**src/rtl/fifo_arb_pkg.sv**
```systemverilog
// rtl/fifo_arb_pkg.sv - shared types and header count decode for the fifo arbiters
package fifo_arb_pkg;

  localparam int CWIDTH = 3;

  typedef enum logic [1:0] {IDLE, HDR, BODY} state_t;

  function automatic logic [3:0] count_len(input logic [CWIDTH-1:0] field);
    case (field)
      3'd1:    count_len = 4'd1;
      3'd2:    count_len = 4'd2;
      3'd3:    count_len = 4'd4;
      3'd4:    count_len = 4'd8;
      default: count_len = 4'd0;
    endcase
  endfunction

  function automatic int lsb_index(input logic [31:0] mask);
    lsb_index = 0;
    for (int i = 31; i >= 0; i--) begin
      if (mask[i]) lsb_index = i;
    end
  endfunction

endpackage

```
**src/rtl/fifo_arb_tx_if.sv**
```systemverilog
// rtl/fifo_arb_tx_if.sv - client write ports and output FIFO port of the tx arbiter
interface fifo_arb_tx_if #(parameter int DWIDTH = 8);

  logic              c1_wren;
  logic              c1_wrfull;
  logic [DWIDTH-1:0] c1_wrdata;
  logic              c2_wren;
  logic              c2_wrfull;
  logic [DWIDTH-1:0] c2_wrdata;
  logic              fifo_wren;
  logic              fifo_wrfull;
  logic [DWIDTH-1:0] fifo_wrdata;
  logic              busy;

  modport slave (
    input  c1_wren, c1_wrdata, c2_wren, c2_wrdata, fifo_wrfull,
    output c1_wrfull, c2_wrfull, fifo_wren, fifo_wrdata, busy
  );

  modport master (
    output c1_wren, c1_wrdata, c2_wren, c2_wrdata, fifo_wrfull,
    input  c1_wrfull, c2_wrfull, fifo_wren, fifo_wrdata, busy
  );

endinterface

```
**src/rtl/fifo.sv**
```systemverilog
// rtl/fifo.sv - standard synchronous FIFO, registered read data one cycle after rd_en
module fifo #(
  parameter int DWIDTH = 8,
  parameter int AWIDTH = 3
) (
  input  logic              clk,
  input  logic              resetn,
  input  logic              wr_en,
  input  logic [DWIDTH-1:0] wr_data,
  output logic              full,
  input  logic              rd_en,
  output logic [DWIDTH-1:0] rd_data,
  output logic              empty
);

  logic [DWIDTH-1:0] mem [2**AWIDTH];
  logic [AWIDTH:0]   wptr;
  logic [AWIDTH:0]   wptr_vis;
  logic [AWIDTH:0]   rptr;

  // The read side sees the write pointer through one register stage.
  assign full  = (wptr[AWIDTH] != rptr[AWIDTH]) && (wptr[AWIDTH-1:0] == rptr[AWIDTH-1:0]);
  assign empty = (wptr_vis == rptr);

  always_ff @(posedge clk) begin
    if (wr_en && !full) mem[wptr[AWIDTH-1:0]] <= wr_data;
  end

  always_ff @(posedge clk) begin
    if (!resetn) begin
      wptr     <= '0;
      wptr_vis <= '0;
      rptr     <= '0;
      rd_data  <= '0;
    end else begin
      if (wr_en && !full) wptr <= wptr + (AWIDTH+1)'(1);
      wptr_vis <= wptr;
      if (rd_en && !empty) begin
        rd_data <= mem[rptr[AWIDTH-1:0]];
        rptr    <= rptr + (AWIDTH+1)'(1);
      end
    end
  end

endmodule

```
**src/rtl/fifo_arb_skid.sv**
```systemverilog
// rtl/fifo_arb_skid.sv - 2-entry output skid buffer in front of the shared output FIFO
module fifo_arb_skid #(
  parameter int DWIDTH = 8
) (
  input  logic              clk,
  input  logic              resetn,
  input  logic              push,
  input  logic [DWIDTH-1:0] push_data,
  input  logic              out_full,
  output logic              wren,
  output logic [DWIDTH-1:0] data,
  output logic [1:0]        cnt
);

  logic [DWIDTH-1:0] ent0;
  logic [DWIDTH-1:0] ent1;
  logic              pop;

  assign pop  = (cnt != 2'd0) && !out_full;
  assign wren = pop;
  assign data = ent0;

  always_ff @(posedge clk) begin
    if (!resetn) begin
      ent0 <= '0;
      ent1 <= '0;
      cnt  <= 2'd0;
    end else begin
      case ({push, pop})
        2'b10: begin
          if (cnt == 2'd0) ent0 <= push_data;
          else             ent1 <= push_data;
          cnt <= cnt + 2'd1;
        end
        2'b01: begin
          ent0 <= ent1;
          cnt  <= cnt - 2'd1;
        end
        2'b11: begin
          if (cnt == 2'd1) begin
            ent0 <= push_data;
          end else begin
            ent0 <= ent1;
            ent1 <= push_data;
          end
        end
        default: ;
      endcase
    end
  end

endmodule

```
**src/rtl/fifo_arb_tx.sv**
```systemverilog
// rtl/fifo_arb_tx.sv - merges whole packets from two clients into one output FIFO, stamping the route bit
module fifo_arb_tx
  import fifo_arb_pkg::*;
#(
  parameter int                DWIDTH  = 8,
  parameter int                AWIDTH  = 3,
  parameter logic [DWIDTH-1:0] SELMASK = 8'h80,
  parameter logic [DWIDTH-1:0] CNTMASK = 8'h70,
  parameter bit                REWRITE = 1'b1
) (
  input logic          CLK,
  input logic          RESETn,
  fifo_arb_tx_if.slave bus
);

  localparam int CSHIFT = lsb_index(32'(CNTMASK));

  state_t            state, state_n;
  logic              last_c2, last_c2_n;
  logic [3:0]        rem, rem_n;
  logic              rd_q;
  logic              rd_c1, rd_c2;
  logic              c1_empty, c2_empty;
  logic [DWIDTH-1:0] c1_rd_data, c2_rd_data;
  logic [DWIDTH-1:0] hdr_raw, hdr_shift, stamped, push_data;
  logic [CWIDTH-1:0] field;
  logic [3:0]        hdr_len;
  logic [1:0]        skid_cnt;
  logic [2:0]        load;
  logic              credit;
  logic              grant_empty;

  fifo #(.DWIDTH(DWIDTH), .AWIDTH(AWIDTH)) u_c1_fifo (
    .clk(CLK), .resetn(RESETn),
    .wr_en(bus.c1_wren), .wr_data(bus.c1_wrdata), .full(bus.c1_wrfull),
    .rd_en(rd_c1), .rd_data(c1_rd_data), .empty(c1_empty)
  );

  fifo #(.DWIDTH(DWIDTH), .AWIDTH(AWIDTH)) u_c2_fifo (
    .clk(CLK), .resetn(RESETn),
    .wr_en(bus.c2_wren), .wr_data(bus.c2_wrdata), .full(bus.c2_wrfull),
    .rd_en(rd_c2), .rd_data(c2_rd_data), .empty(c2_empty)
  );

  fifo_arb_skid #(.DWIDTH(DWIDTH)) u_skid (
    .clk(CLK), .resetn(RESETn),
    .push(rd_q), .push_data(push_data),
    .out_full(bus.fifo_wrfull), .wren(bus.fifo_wren), .data(bus.fifo_wrdata),
    .cnt(skid_cnt)
  );

  // Data returning this cycle always belongs to the current grant; length uses the unstamped header.
  assign hdr_raw     = last_c2 ? c2_rd_data : c1_rd_data;
  assign hdr_shift   = hdr_raw >> CSHIFT;
  assign field       = hdr_shift[CWIDTH-1:0];
  assign hdr_len     = count_len(field);
  assign grant_empty = last_c2 ? c2_empty : c1_empty;

  // Occupancy the skid will have after this edge must leave room for a read issued now.
  assign load   = {1'b0, skid_cnt} + {2'b0, rd_q} - {2'b0, bus.fifo_wren};
  assign credit = (load < 3'd2);

  assign bus.busy = (state != IDLE) || (skid_cnt != 2'd0) || rd_q;

  always_comb begin
    stamped = hdr_raw;
    if (REWRITE) stamped = last_c2 ? (hdr_raw & ~SELMASK) : (hdr_raw | SELMASK);
    push_data = (state == HDR) ? stamped : hdr_raw;
  end

  always_comb begin
    state_n   = state;
    last_c2_n = last_c2;
    rem_n     = rem;
    rd_c1     = 1'b0;
    rd_c2     = 1'b0;
    case (state)
      IDLE: begin
        if (credit) begin
          if (!c1_empty && (c2_empty || last_c2)) begin
            rd_c1     = 1'b1;
            last_c2_n = 1'b0;
            state_n   = HDR;
          end else if (!c2_empty) begin
            rd_c2     = 1'b1;
            last_c2_n = 1'b1;
            state_n   = HDR;
          end
        end
      end
      HDR: begin
        rem_n   = hdr_len;
        state_n = (hdr_len == 4'd0) ? IDLE : BODY;
      end
      BODY: begin
        if (credit && !grant_empty) begin
          rd_c1 = !last_c2;
          rd_c2 = last_c2;
          rem_n = rem - 4'd1;
          if (rem == 4'd1) state_n = IDLE;
        end
      end
      default: state_n = IDLE;
    endcase
  end

  always_ff @(posedge CLK) begin
    if (!RESETn) begin
      state   <= IDLE;
      last_c2 <= 1'b1;
      rem     <= 4'd0;
      rd_q    <= 1'b0;
    end else begin
      state   <= state_n;
      last_c2 <= last_c2_n;
      rem     <= rem_n;
      rd_q    <= rd_c1 | rd_c2;
    end
  end

endmodule

```
**src/flat_wrapper.sv**
```systemverilog
// flat-port wrapper written by rule: the top's interface ports become plain ports
module fifo_arb_tx_flat import fifo_arb_pkg::*;
#(
  parameter int                DWIDTH  = 8,
  parameter int                AWIDTH  = 3,
  parameter logic [DWIDTH-1:0] SELMASK = 8'h80,
  parameter logic [DWIDTH-1:0] CNTMASK = 8'h70,
  parameter bit                REWRITE = 1'b1
)
  (CLK, RESETn, bus_c1_wren, bus_c1_wrdata, bus_c2_wren, bus_c2_wrdata, bus_fifo_wrfull, bus_c1_wrfull, bus_c2_wrfull, bus_fifo_wren, bus_fifo_wrdata, bus_busy);
  fifo_arb_tx_if #(.DWIDTH(DWIDTH)) bus_i ();
  input logic CLK;
  input logic RESETn;
  input wire logic [$bits(bus_i.c1_wren)-1:0] bus_c1_wren;
  input wire logic [$bits(bus_i.c1_wrdata)-1:0] bus_c1_wrdata;
  input wire logic [$bits(bus_i.c2_wren)-1:0] bus_c2_wren;
  input wire logic [$bits(bus_i.c2_wrdata)-1:0] bus_c2_wrdata;
  input wire logic [$bits(bus_i.fifo_wrfull)-1:0] bus_fifo_wrfull;
  output wire logic [$bits(bus_i.c1_wrfull)-1:0] bus_c1_wrfull;
  output wire logic [$bits(bus_i.c2_wrfull)-1:0] bus_c2_wrfull;
  output wire logic [$bits(bus_i.fifo_wren)-1:0] bus_fifo_wren;
  output wire logic [$bits(bus_i.fifo_wrdata)-1:0] bus_fifo_wrdata;
  output wire logic [$bits(bus_i.busy)-1:0] bus_busy;
  assign bus_i.c1_wren = bus_c1_wren;
  assign bus_i.c1_wrdata = bus_c1_wrdata;
  assign bus_i.c2_wren = bus_c2_wren;
  assign bus_i.c2_wrdata = bus_c2_wrdata;
  assign bus_i.fifo_wrfull = bus_fifo_wrfull;
  assign bus_c1_wrfull = bus_i.c1_wrfull;
  assign bus_c2_wrfull = bus_i.c2_wrfull;
  assign bus_fifo_wren = bus_i.fifo_wren;
  assign bus_fifo_wrdata = bus_i.fifo_wrdata;
  assign bus_busy = bus_i.busy;
  fifo_arb_tx #(.DWIDTH(DWIDTH), .AWIDTH(AWIDTH), .SELMASK(SELMASK), .CNTMASK(CNTMASK), .REWRITE(REWRITE)) u_core (.CLK(CLK), .RESETn(RESETn), .bus(bus_i));
endmodule
```
**config.mk**
```make
export PLATFORM = sky130hd
export DESIGN_NAME = fifo_arb_tx_flat
export DESIGN_NICKNAME = d
export VERILOG_FILES = /design/src/rtl/fifo_arb_pkg.sv /design/src/rtl/fifo_arb_tx_if.sv /design/src/rtl/fifo.sv /design/src/rtl/fifo_arb_skid.sv /design/src/rtl/fifo_arb_tx.sv /design/src/flat_wrapper.sv
export SDC_FILE = /design/constraint.sdc
export NUM_CORES = 1
export LEC_CHECK = 0
export BUFFER_PORTS_ARGS = -buffer_cell sky130_fd_sc_hd__buf_2
export CAP_MARGIN = 20
export CORE_MARGIN = 2
export CORE_UTILIZATION = 40
export CTS_CLUSTER_SIZE = 16
export DETAILED_ROUTE_END_ITERATION = 16
export PLACE_DENSITY = 0.62
export SKIP_LAST_GASP = 1
export SYNTH_ARGS = -nofsm -noshare
export SYNTH_HDL_FRONTEND = slang
export SYNTH_HIERARCHICAL = 1
export SYNTH_SLANG_ARGS = --single-unit
```
**constraint.sdc**
```tcl
create_clock -name CLK -period 5.5 [get_ports CLK]
set_clock_uncertainty 0.1 [all_clocks]
set_input_delay 1.1 -clock CLK [delete_from_list [all_inputs] [get_ports CLK]]
set_output_delay 1.1 -clock CLK [all_outputs]
set_load 0.01 [all_outputs]
```
-- Word-level counts from Yosys, hierarchy flattened
Memory sizes are Yosys's and may differ from the RTL's. A register that Yosys moved wholly into a read port is not among the register bits.
Cells that the tools add are included.
- bitwise gates (word level): 1
- reduce and logical (&&, ||, !) cells: 35
- $add $sub $neg: 9
- equality and inequality tests: 25
- muxes and demuxes: 36
- $lt $le $gt $ge: 1
- operators by type and width (cell ; number):
    two-way mux 8 bit ; 7
    one-hot mux 8 bit (3 select lines) ; 1
    adder 4 x 1 -> 4 bit, second input constant ; 4
    one-hot mux 4 bit (4 select lines) ; 1
    one-hot mux 8 bit (2 select lines) ; 1
    two-way mux 1 bit ; 14
    two-way mux 2 bit ; 6
    nonzero test 2 bit ; 5
    logical AND 1 bit ; 9
    zero test 1 bit ; 9
    == test 4 bit ; 2
    != test 2 bit, second input constant ; 4
    one-hot mux 4 bit (2 select lines) ; 1
    == test 2 x 1 -> 1 bit, second input constant ; 3
    == test 2 bit, second input constant ; 3
    == test 3 x 2 -> 1 bit, second input constant ; 2
    == test 3 bit ; 2
    != test 2 x 1 -> 1 bit, second input constant ; 3
    one-hot mux 2 bit (3 select lines) ; 1
    AND reduction 3 bit ; 2
    == test 4 x 1 -> 1 bit, second input constant ; 1
    zero test 2 bit ; 2
    zero test 4 bit ; 1
    two-way mux 4 bit ; 1
    other kinds (17) ; 22
- register bits: 50
- memories: 2
- memory bits (writable): 128
- output and inout bits: 12
- memory list (name ; depth ; width ; read ports ; clocked after Yosys merged registers in ; wr ports ; line ; RTL):
    u_core.u_c1_fifo.mem ; 8 ; 8 ; 1 ; 1 ; 1 ; fifo.sv:16 ; logic [DWIDTH-1:0] mem [2**AWIDTH];
    u_core.u_c2_fifo.mem ; 8 ; 8 ; 1 ; 1 ; 1 ; fifo.sv:16 ;

-- Depth between registers and ports, before layout
Gate-level depths: netlist of the first run.
- word-level depth: 8
- depth in mapped cells: 12
- mapped depth without buffers: 12

-- Modules after synthesis
Netlist of the first run, hierarchy kept.
- modules (own cells, without submodules) (module ; cells an instance ; seq. area each (µm²) ; area an instance (µm²) ; instances):
    fifo ; 187 ; 2322.2 ; 3374.5 ; 2
    fifo_arb_skid ; 89 ; 360.3 ; 873.3 ; 1
    fifo_arb_tx ; 83 ; 160.2 ; 711.9 ; 1

-- Least setup slack after synthesis of the first run
No wires, ideal clock.
- path type: input to register
- start: input port bus_fifo_wrfull
- end: register u_core.u_c1_fifo.rd_data[6] (read register of u_core.u_c1_fifo.mem)
- data arrival time: 4.576 ns
- path slack: 0.767 ns
- stages on the path: 9
- library setup time: 0.057 ns
- cell sequence: nor2_1 ha_1 nand2b_1 fa_1 xnor2_1 nand3b_1 a2111oi_0 nand3_2 a2bb2o_2
- longest elaborated chain between the ends: 8
- elaborated cells between the ends (all ways): 9
- ends and longest elaborated chain (item ; line ; RTL):
    start, declared ; flat_wrapper.sv:18 ; input wire logic [$bits(bus_i.fifo_wrfull)-1:0] bus_fifo_wrfull;
    zero test 1 bit (*) ; fifo_arb_skid.sv:19 ; assign pop = (cnt != 2'd0) && !out_full;
    logical AND 1 bit (*) ; fifo_arb_skid.sv:19 ;
    subtractor 3 x 1 -> 3 bit (*) ; fifo_arb_tx.sv:60 ; assign load = {1'b0, skid_cnt} + {2'b0, rd_q} - {2'b0, bus.fifo_wren};
    less-than comparator 3 x 2 -> 1 bit (*) ; fifo_arb_tx.sv:61 ; assign credit = (load < 3'd2);
    logical AND 1 bit ; fifo_arb_tx.sv:96 ; if (credit && !grant_empty) begin
    two-way mux 1 bit ; fifo_arb_tx.sv:96 ;
    one-hot mux 1 bit (2 select lines) (*) ; fifo_arb_tx.sv:77 ; case (state)
    net u_core.rd_c1 ; fifo_arb_tx.sv:22 ; logic rd_c1, rd_c2;
    logical AND 1 bit (*) ; fifo.sv:38 ; if (rd_en && !empty) begin
    end, declared ; fifo.sv:12 ; output logic [DWIDTH-1:0] rd_data,
Mark *: on every way through the listed nets, which the timed path passes. The rest lies on a longest branch.
A chain may end at the register's enable or synchronous reset.

-- Worst setup path after layout of the first run
- start: register u_core.u_skid.cnt[1]
- end: register u_core.u_c1_fifo.rptr[3]
- longest elaborated chain between the ends: 8
- elaborated cells between the ends (all ways): 10
- ends and longest elaborated chain (item ; line ; RTL):
    start, declared ; fifo_arb_skid.sv:12 ; output logic [1:0] cnt
    start signal, assigned ; fifo_arb_skid.sv:33 ; cnt <= cnt + 2'd1;
    start signal, assigned ; fifo_arb_skid.sv:37 ; cnt <= cnt - 2'd1;
    branches (longest 2 deep; another with adder 2 x 1 -> 3 bit) ; n/a ;
    subtractor 3 x 1 -> 3 bit (*) ; fifo_arb_tx.sv:60 ;
    less-than comparator 3 x 2 -> 1 bit (*) ; fifo_arb_tx.sv:61 ;
    logical AND 1 bit ; fifo_arb_tx.sv:96 ;
    two-way mux 1 bit ; fifo_arb_tx.sv:96 ;
    one-hot mux 1 bit (2 select lines) (*) ; fifo_arb_tx.sv:77 ;
    net u_core.rd_c1 ; fifo_arb_tx.sv:22 ;
    logical AND 1 bit (*) ; fifo.sv:38 ;
    end signal, assigned ; fifo.sv:40 ; rptr <= rptr + (AWIDTH+1)'(1);
    end, declared ; fifo.sv:19 ; logic [AWIDTH:0] rptr;
Mark *: on every way through the listed nets, which the timed path passes.

==> impl_metrics.ini, run 1 <==
[run_status]
status = finished clean

[clock_tree]
cts-buffers-inserted = 17
cts.sinks = 194
ctsResizeCount = 0
postCtsHoldBufs = 0
clock_tree.root_cell = clkbuf_16
cts_tree = yes
clk_pin_slew_ns = 0.07
cts.path.max_buffers = 2
insertion_delay_ns = 0.42
cts_setup_buffers = 0
ctsHtreeMaxLevel = 4

[pwr]
internal_power_mw = 2.51
p_leak_nw = 3.18
p_switching_uw = 928
power_frac_clock_pct = 35.0
cellPowerDensity_nw_per_um2 = 370
swShare_pct = 27.0
seqPwrFrac_pct = 49.1
p_comb_share_pct = 15.9
ir_worst_vdd_mv = 0.191

[yosys]
syn_area_sq_um = 8330
synthTopCellsByArea = edfxtp_1 46%, dfxtp_1 16%, mux4_2 8.6%, mux2i_1 3.7%, ha_1 2.1%
synth_area_leader_cell = edfxtp_1
synthArstFlopShare_pct = 0
yosys_warnings = 6
yosysSeqAreaShare_pct = 62.0
ys_ff_latch = 194
ys_types = 64
netlist_instances = 546
synth_flop_cell = edfxtp_1
synth_edf_count = 128
yosysTopAreaCellShare_pct = 46.1
yosysMostFrequentCell = edfxtp_1
syn_avg_cell_area_sq_um = 15.3
syn_nets = 582
synthTopCellsByCount = 128 x edfxtp_1, 66 x dfxtp_1, 32 x mux4_2

[sta]
drv_slew = 0
period_minus_slack_ns = 3.92
rsz0062_at_grt = false
hold_viol_final = 0
fmax_mhz = 255
tns_ns = 0
period_share_pct = 71.3
setup_viol = 0
slew_headroom_pct = 33.0
worst_slew_pin_slew_ns = 1.00

[worst_setup_path]
reg2reg_to = u_core/u_c1_fifo/rptr[3]
worst_setup_path_start_kind = register
r2r_setup_slack_ns = 1.58
worstPathArrival_ns = 4.13
required_ns = 5.71
reg2reg_depth = 13
cp_max_fo = 8
path_class = register to register
r2r-start = u_core/u_skid/cnt[1]
end_kind = register

[placement]
io_buffers = 32
place_hpwl_um = 10100
dpl_cell_area_sq_um = 8700
place.gp.congestion = 0.754

[global_route]
grt_max_degree = 62
grt_busiest_layer = met2
grt.overflow.total = 0
met1_usage_pct = 18.6
grt_usage_pct = 14.7
grt_use_met2_pct = 24.9
met3_usage_pct = 3.74
antenna_found_initial = 1
grt_pass1_vias = 4627
grt_pass1_wl_um = 24600

[layout]
design_area_sq_um = 9300
drive_above_1_share_pct = 23.2
nets = 618
area_delta_synth_final_pct = 11.6

[detailed_routing]
ant_nets = 0
drtIter0Drc = 295
vias = 4555
drc = 0
routedWlPerCell_um = 17.5
drtPass1Iterations = 4
drt-total-wl_um = 15200
viasPerCell = 5.25

[floorplan]
die_height_um = 148
pin_count = 33
initial_utilization_pct = 40.9
num_rows = 52
core-area_sq_um = 20400
fp.dieW_um = 148
dieArea_sq_um = 22000

[flow_run]
max_cap_violations = 0

[hold_path]
min_from = u_core/u_c1_fifo/rd_data[0]
min_path_type = register to register
hold_depth = 1
worstHoldEndpoint = u_core/u_c1_fifo/rd_data[0]
==> layout by cell type, fill, tap and decap left out, types with 10 or more instances in the layout <==
cell       synthesis  layout
edfxtp_1         128     128
dfxtp_1           66      66
buf_2              6      32
mux4_2            32      32
mux2i_1           31      31
nand2_1           27      27
nor2_1            27      27
nor2b_1           19      19
clkbuf_16          0      17
inv_1             16      16
xnor2_1           14      14
ha_1              14      14
o2bb2ai_1         14      14
nand2b_1          13      13
and2_1            11      11
o21ai_0           10      10
==> sequential cells by signal (all words and copies together), names as in the netlist <==
name / flops
u_core/u_c1_fifo/mem: 64
u_core/u_c2_fifo/mem: 64
u_core/u_c1_fifo/rd_data: 8
u_core/u_c2_fifo/rd_data: 8
u_core/u_skid/data: 8
u_core/u_skid/ent1: 8
u_core/rem: 4
u_core/u_c1_fifo/rptr: 4
u_core/u_c1_fifo/wptr: 4
u_core/u_c1_fifo/wptr_vis: 4
u_core/u_c2_fifo/rptr: 4
u_core/u_c2_fifo/wptr: 4
u_core/u_c2_fifo/wptr_vis: 4
u_core/state: 2
u_core/u_skid/cnt: 2
u_core/last_c2: 1
u_core/rd_q: 1
==> worst max path at each step <==
stage                                     from                     endpoint  slack, ns  depth (start not counted)
after floorplan                bus_fifo_wrfull  u_core/u_c1_fifo/rd_data[6]       0.77                          9
final                     u_core/u_skid/cnt[1]     u_core/u_c1_fifo/rptr[3]       1.58                         13
after CTS                 u_core/u_skid/cnt[1]     u_core/u_c1_fifo/rptr[3]       1.55                         13
after detailed placement       bus_fifo_wrfull     u_core/u_c1_fifo/rptr[3]       1.18                         12
after global placement         bus_fifo_wrfull     u_core/u_c1_fifo/rptr[3]       1.34                         12
after global routing      u_core/u_skid/cnt[1]     u_core/u_c1_fifo/rptr[3]       1.13                         13
==> metrics by stage <==
| step | hold WS [ns] | worst slack, ns | util (%) | power, mW | cells |
|---|---|---|---|---|---|
| 6_report | 0.376 | 1.58 | 45.7 | 3.44 | 867 |
| 5_1_grt | 0.391 | 1.13 | 45.6 | 3.61 | 865 |
| 4_1_cts | 0.371 | 1.55 | 45.6 | 3.48 | 865 |
| 3_5_place_dp | 0.352 | 1.18 | 42.7 | 2.27 | 833 |
| 3_3_place_gp | 0.347 | 1.34 | 42.7 | 2.25 | 833 |
| 2_1_floorplan | 0.327 | 0.767 | - | 2.12 | 546 |
==> cells by family after synthesis <==
| kind of cell | share of synthesized area, % |
|---|---|
| fa+ha+maj | 2.34 |
| flops | 62.0 |
| mux | 13.9 |
| xor+xnor | 2.18 |
| simple gates | 8.99 |
| buf+inv | 2.96 |
| compound gates | 7.61 |
==> layout make-up <==
cell class	instances	area [sq um]
Tap cell	270	338
Clock buffer	18	429
Multi-Input combinational cell	315	2940
Antenna cell	2	5.00
Fill cell	1770	11100
Clock inverter	14	160
Timing Repair Buffer	38	205
Inverter	16	60.1
Sequential cell	194	5160
==> routing by layer <==
layer	up-vias	share of wire, %
met3	15	3.6
met1	2288	45
met5	-	0
li1	2171	-
met4	0	1.3
met2	81	50
==> power groups by stage <==
stage | combinational (mW) | sequential [mW] | clock (mW)
2_1_floorplan | 0.408 | 1.71 | 0
3_3_place_gp | 0.531 | 1.71 | 0
3_5_place_dp | 0.545 | 1.72 | 0
4_1_cts | 0.549 | 1.69 | 1.24
5_1_grt | 0.608 | 1.70 | 1.31
6_report | 0.547 | 1.69 | 1.20
==> critical path, cell delays in order, from the launching register on <==
cell       delay (ns)
dfxtp_1          0.45
inv_1            0.10
ha_1             0.24
nor2_1           0.42
ha_1             0.31
nand2b_1         0.15
fa_1             0.39
xnor2_1          0.31
nand3b_1         0.25
a2111oi_1        0.39
buf_4            0.22
nand4_1          0.13
o211ai_1         0.24
o31ai_1          0.10
Power figures use the tool's default switching activity.
==> run 2, diff against run 1 <==
==> constraint.sdc (replaced) <==
create_clock -name CLK -period 4.1 [get_ports CLK]
set_clock_uncertainty 0.1 [all_clocks]
set_input_delay 0.82 -clock CLK [delete_from_list [all_inputs] [get_ports CLK]]
set_output_delay 0.82 -clock CLK [all_outputs]
set_load 0.01 [all_outputs]
==> run 2 against run 1 <==
Effect of this change: final area increased by 0.55%; critical path depth unchanged; worst hold slack worse by 0.0098 ns; first-iteration DRC count up 0.34%; clock-buffer cell count is 1 lower; largest power group unchanged; sequential share of layout area down 0.30 points; utilization increased by 0.25 points; clock power rose by 33%.
==> impl_metrics.ini, run 2 (synthesized netlist as in run 1, its figures left out) <==
[detailed_routing]
ant_nets = 0
drc = 0
routedWlPerCell_um = 17.8
viasPerCell = 5.22
drtIter0Drc = 296
drt-total-wl_um = 15600
vias = 4561
drtPass1Iterations = 4

[clock_tree]
postCtsHoldBufs = 0
ctsResizeCount = 0
cts_tree = yes
cts-buffers-inserted = 17
cts.sinks = 194
clock_tree.root_cell = clkbuf_16
clk_pin_slew_ns = 0.07
insertion_delay_ns = 0.43
cts.path.max_buffers = 2
ctsHtreeMaxLevel = 4
cts_setup_buffers = 0

[layout]
nets = 626
regArea_sq_um = 5160
num-fill-cells = 1757
drive_above_1_share_pct = 24.5
multiInputGateArea_sq_um = 2940
layout.cells.most_common = edfxtp_1
mostFrequentLayoutCells = 128 x edfxtp_1, 66 x dfxtp_1, 32 x buf_2, 32 x mux4_2, 31 x mux2i_1
area_delta_synth_final_pct = 12.2

[worst_setup_path]
path_class = register to register
critPathMaxStageDelay_ns = 0.44
end_kind = register
crit_chain = inv_1 > ha_1 > nor2_1 > ha_1 > nand2b_1 > fa_1 > xnor2_1 > nand3b_1 > a2111oi_2 > buf_4 > nand4_1 > o211ai_1 > o31ai_1
crit_top_cell = ha_1
worst_setup_path_start_kind = register
required_ns = 4.30
cp_max_fo = 5
slowest_stage = dfxtp_1
worstPathArrival_ns = 3.68

[placement]
post-place-ws_ns = 0.512
place_hpwl_um = 10400
io_buffers = 32
place.gp.congestion = 0.760

[sta]
setup_viol = 0
drv_slew = 0
worst_slew_pin_slew_ns = 0.920
hold_viol_final = 0
period_minus_slack_ns = 3.48
rsz0062_at_grt = false
tns_ns = 0
period_share_pct = 84.8
fmax_mhz = 288
slew_headroom_pct = 38.5
layout_setup_ws_ns = 0.622

[global_route]
grt_pass1_wl_um = 25100
grt_max_degree = 43
antenna_found_initial = 2
grt.overflow.total = 0
grt_usage_pct = 15.0
grt_pass1_vias = 4694

[pwr]
swShare_pct = 28.1
p_comb_share_pct = 16.3
internal_power_mw = 3.32
power_frac_clock_pct = 34.7
ir_worst_vdd_mv = 0.266
p_switching_mw = 1.30
seqPwrFrac_pct = 49.0
cellPowerDensity_nw_per_um2 = 494
p_leak_nw = 3.21

[floorplan]
initial_utilization_pct = 40.9
num_rows = 52
pin_count = 33
dieArea_sq_um = 22000
fp.dieW_um = 148
core-area_sq_um = 20400
die_height_um = 148

[hold_path]
min_path_type = register to register

[run_status]
status = finished clean

[flow_run]
max_cap_violations = 0
[run 2: path summary, 6_finish.rpt]
check | from | to | slack, ns | cells after the start
worst max-delay path | u_core/u_skid/cnt[1] | u_core/u_c1_fifo/rptr[3] | 0.62 | 13
worst min-delay path | u_core/u_c2_fifo/rd_data[1] | u_core/u_c2_fifo/rd_data[1] | 0.37 | 1
worst max register to register | u_core/u_skid/cnt[1] | u_core/u_c1_fifo/rptr[3] | 0.62 | 13
worst min register to register | u_core/u_c2_fifo/rd_data[1] | u_core/u_c2_fifo/rd_data[1] | 0.37 | 1
[run 2: worst max-delay path, delay by kind of cell (launching register included)]
kind,cells,cell delay (ns)
fa+ha+maj,3,0.87
simple gates,4,0.69
compound gates,3,0.63
flops,1,0.44
xor+xnor,1,0.33
buf+inv,2,0.31
[run 2: routing by layer]
metal	track usage [%]	vias up	routed length [um]
met1	18.6	2295	6950
met4	6.48	0	265
met3	3.22	19	405
met5	0	-	0
met2	25.4	64	7940
li1	-	2183	-
[run 2: power groups by stage]
stage / sequential (mW) / combinational [mW] / clock [mW]
3_3_place_gp: 2.30 / 0.732 / 0
5_1_grt: 2.28 / 0.839 / 1.73
3_5_place_dp: 2.31 / 0.755 / 0
4_1_cts: 2.27 / 0.761 / 1.66
2_1_floorplan: 2.29 / 0.560 / 0
6_report: 2.27 / 0.753 / 1.60
[run 2: cell type report]
type                            instances  share of cell area, %
Multi-Input combinational cell        315                   31.4
Inverter                               16                  0.642
Antenna cell                            1                 0.0268
Clock buffer                           17                   4.55
Clock inverter                         15                   1.69
Timing Repair Buffer                   46                   2.84
Sequential cell                       194                   55.2
Tap cell                              270                   3.61
[run 2: stage by stage]
stage / cells / hold WS [ns] / cell area, sq um / utilization, % / power (mW)
global placement: 841 / 0.354 / 8760 / 43.0 / 3.03
CTS: 873 / 0.367 / 9350 / 45.9 / 4.68
detailed placement: 841 / 0.347 / 8760 / 43.0 / 3.07
floorplan: 546 / 0.327 / 8350 / - / 2.85
global route: 874 / 0.398 / 9350 / 45.9 / 4.85
finish: 874 / 0.366 / 9350 / 45.9 / 4.62
==> run 3, diff against run 2 <==
==> constraint.sdc (replaced) <==
create_clock -name CLK -period 3.5 [get_ports CLK]
set_clock_uncertainty 0.1 [all_clocks]
set_input_delay 0.7 -clock CLK [delete_from_list [all_inputs] [get_ports CLK]]
set_output_delay 0.7 -clock CLK [all_outputs]
set_load 0.01 [all_outputs]
==> run 3 against run 2 <==
Effect of this change: sequential cell count did not move; fmax grew 6.5%; worst hold slack got worse by 0.0026 ns; critical endpoint is now u_core/u_c2_fifo/rd_data[6].
==> impl_metrics.ini, run 3 (synthesized netlist as in run 1, its figures left out) <==
[run_status]
status = finished clean

[layout]
final_cells = 880
nets = 633
mostFrequentLayoutCells = 128 x edfxtp_1, 66 x dfxtp_1, 32 x buf_2, 32 x mux4_2, 31 x mux2i_1
layout.cells.most_common = edfxtp_1
area_delta_synth_final_pct = 13.6
drive_above_1_share_pct = 25.6
num-fill-cells = 1749
antenna_cells = 0

[clock_tree]
postCtsHoldBufs = 0
cts_tree = yes
insertion_delay_ns = 0.43
cts.sinks = 194
cts-buffers-inserted = 17
cts.path.max_buffers = 2
clock_tree.root_cell = clkbuf_16
clk_pin_slew_ns = 0.07
ctsHtreeMaxLevel = 4

[pwr]
internal_power_mw = 4.13
p_switching_mw = 1.50
cellPowerDensity_nw_per_um2 = 594
seqPwrFrac_pct = 47.0
swShare_pct = 26.7
p_leak_nw = 3.27
power_frac_clock_pct = 35.9
ir_worst_vdd_mv = 0.354
p_comb_share_pct = 17.0

[placement]
io_buffers = 32
place_hpwl_um = 10400
post-place-ws_ns = -0.125
place.gp.congestion = 0.745
dp.cells = 845

[worst_setup_path]
reg2reg_depth = 13
path_class = register to register
worstPathArrival_ns = 3.49
critPathMaxStageDelay_ns = 0.43
worst_setup_path_start_kind = register
crit_chain = inv_1 > ha_1 > nor2_2 > ha_1 > nand2b_1 > fa_1 > xnor2_2 > nand3b_1 > buf_4 > a2111oi_4 > buf_4 > a21boi_4 > a2bb2o_2
end_kind = register
r2r_setup_slack_ns = 0.23
startpoint = u_core/u_skid/cnt[0]
crit_path_end = u_core/u_c2_fifo/rd_data[6]
required_ns = 3.72
cp_max_fo = 8
slowest_stage = a2111oi_4
reg2reg_to = u_core/u_c2_fifo/rd_data[6]
r2r-start = u_core/u_skid/cnt[0]

[sta]
layout_setup_ws_ns = 0.233
period_minus_slack_ns = 3.27
period_share_pct = 93.3
rsz0062_at_grt = false
setup_viol = 0
drv_slew = 0
worst_slew_pin_slew_ns = 0.970
fmax_mhz = 306
hold_viol_final = 0
slew_headroom_pct = 35.1

[floorplan]
initial_utilization_pct = 40.9
die_height_um = 148
pin_count = 33
fp.dieW_um = 148
dieArea_sq_um = 22000
core-area_sq_um = 20400
num_rows = 52

[global_route]
grt.overflow.total = 0
antenna_found_initial = 1
grt_max_degree = 62
grt_usage_pct = 15.1
grt_pass1_vias = 4782
grt_pass1_wl_um = 25500

[detailed_routing]
drt-total-wl_um = 15700
routedWlPerCell_um = 17.8
viasPerCell = 5.22
drtIter0Drc = 316
vias = 4596
drc = 0
ant_nets = 0
drtPass1Iterations = 4

[flow_run]
max_cap_violations = 0

[hold_path]
min_path_type = register to register
-- run 3: cell types whose count changed in the layout (fill, tap and decap cells not counted), sizes merged --
cell	delta
diode	-1
buf	+7
clkinv	+1
clkinvlp	-1
inv	-3
bufinv	+3
-- run 3: power by group through the flow --
stage	sequential (mW)	combinational (mW)	clock, mW
final	2.65	0.959	2.02
after global routing	2.67	1.05	2.15
after CTS	2.65	0.918	2.06
after detailed placement	2.70	0.913	0
after global placement	2.69	0.884	0
after floorplan	2.69	0.679	0
-- run 3: what timing repair did --
action | in CTS | in global routing
setup buffers | 0 | 3
endpoints found under the setup margin | 0 | 20
resized for setup | 0 | 1
-- run 3: layout make-up --
class                           count  area, sq um  area share (%)
Inverter                           16         60.1           0.634
Multi-Input combinational cell    315         2970            31.4
Clock inverter                     15          195            2.06
Clock buffer                       17          425            4.49
Sequential cell                   194         5160            54.5
Tap cell                          270          338            3.57
Timing Repair Buffer               53          318            3.36
-- run 3: per-stage QoR --
| stage | util (%) | area, sq um | total power [mW] | setup TNS, ns | hold slack, ns |
|---|---|---|---|---|---|
| 2_1_floorplan | - | 8370 | 3.37 | 0 | 0.327 |
| 3_3_place_gp | 43.3 | 8820 | 3.58 | 0 | 0.354 |
| 3_5_place_dp | 43.3 | 8820 | 3.61 | -0.331 | 0.348 |
| 4_1_cts | 46.4 | 9440 | 5.63 | 0 | 0.368 |
| 5_1_grt | 46.5 | 9470 | 5.87 | 0 | 0.389 |
| 6_report | 46.5 | 9470 | 5.63 | 0 | 0.364 |
-- run 3: worst min-delay path by stage --
stage | startpoint | end | slack, ns | cells after the start
final | u_core/u_c1_fifo/rd_data[1] | u_core/u_c1_fifo/rd_data[1] | 0.36 | 1
after global routing | u_core/u_c1_fifo/rd_data[1] | u_core/u_c1_fifo/rd_data[1] | 0.39 | 1
after CTS | u_core/u_c1_fifo/rd_data[3] | u_core/u_c1_fifo/rd_data[3] | 0.37 | 1
after detailed placement | u_core/u_c1_fifo/rd_data[3] | u_core/u_c1_fifo/rd_data[3] | 0.35 | 1
after global placement | u_core/u_c1_fifo/rd_data[3] | u_core/u_c1_fifo/rd_data[3] | 0.35 | 1
after floorplan | u_core/u_c2_fifo/rd_data[0] | u_core/u_c2_fifo/rd_data[0] | 0.33 | 1
-- run 3: worst max-delay path: cells and delay by family (launching register included) --
| kind | cells | cell delay (ns) |
|---|---|---|
| adder cells (fa/ha/maj) | 3 | 0.90 |
| AO/OA/AOI/OAI | 3 | 0.78 |
| buffers and inverters | 3 | 0.42 |
| AND/OR/NAND/NOR | 3 | 0.39 |
| flip-flops | 1 | 0.34 |
| XOR/XNOR | 1 | 0.24 |
-- run 3: routing by layer --
layer | vias to the layer above | track usage, % | wire [um]
met5 | - | 0 | 0
met4 | 0 | 5.52 | 227
met3 | 15 | 2.85 | 361
met2 | 46 | 26.3 | 8040
met1 | 2350 | 18.8 | 7060
li1 | 2185 | - | -
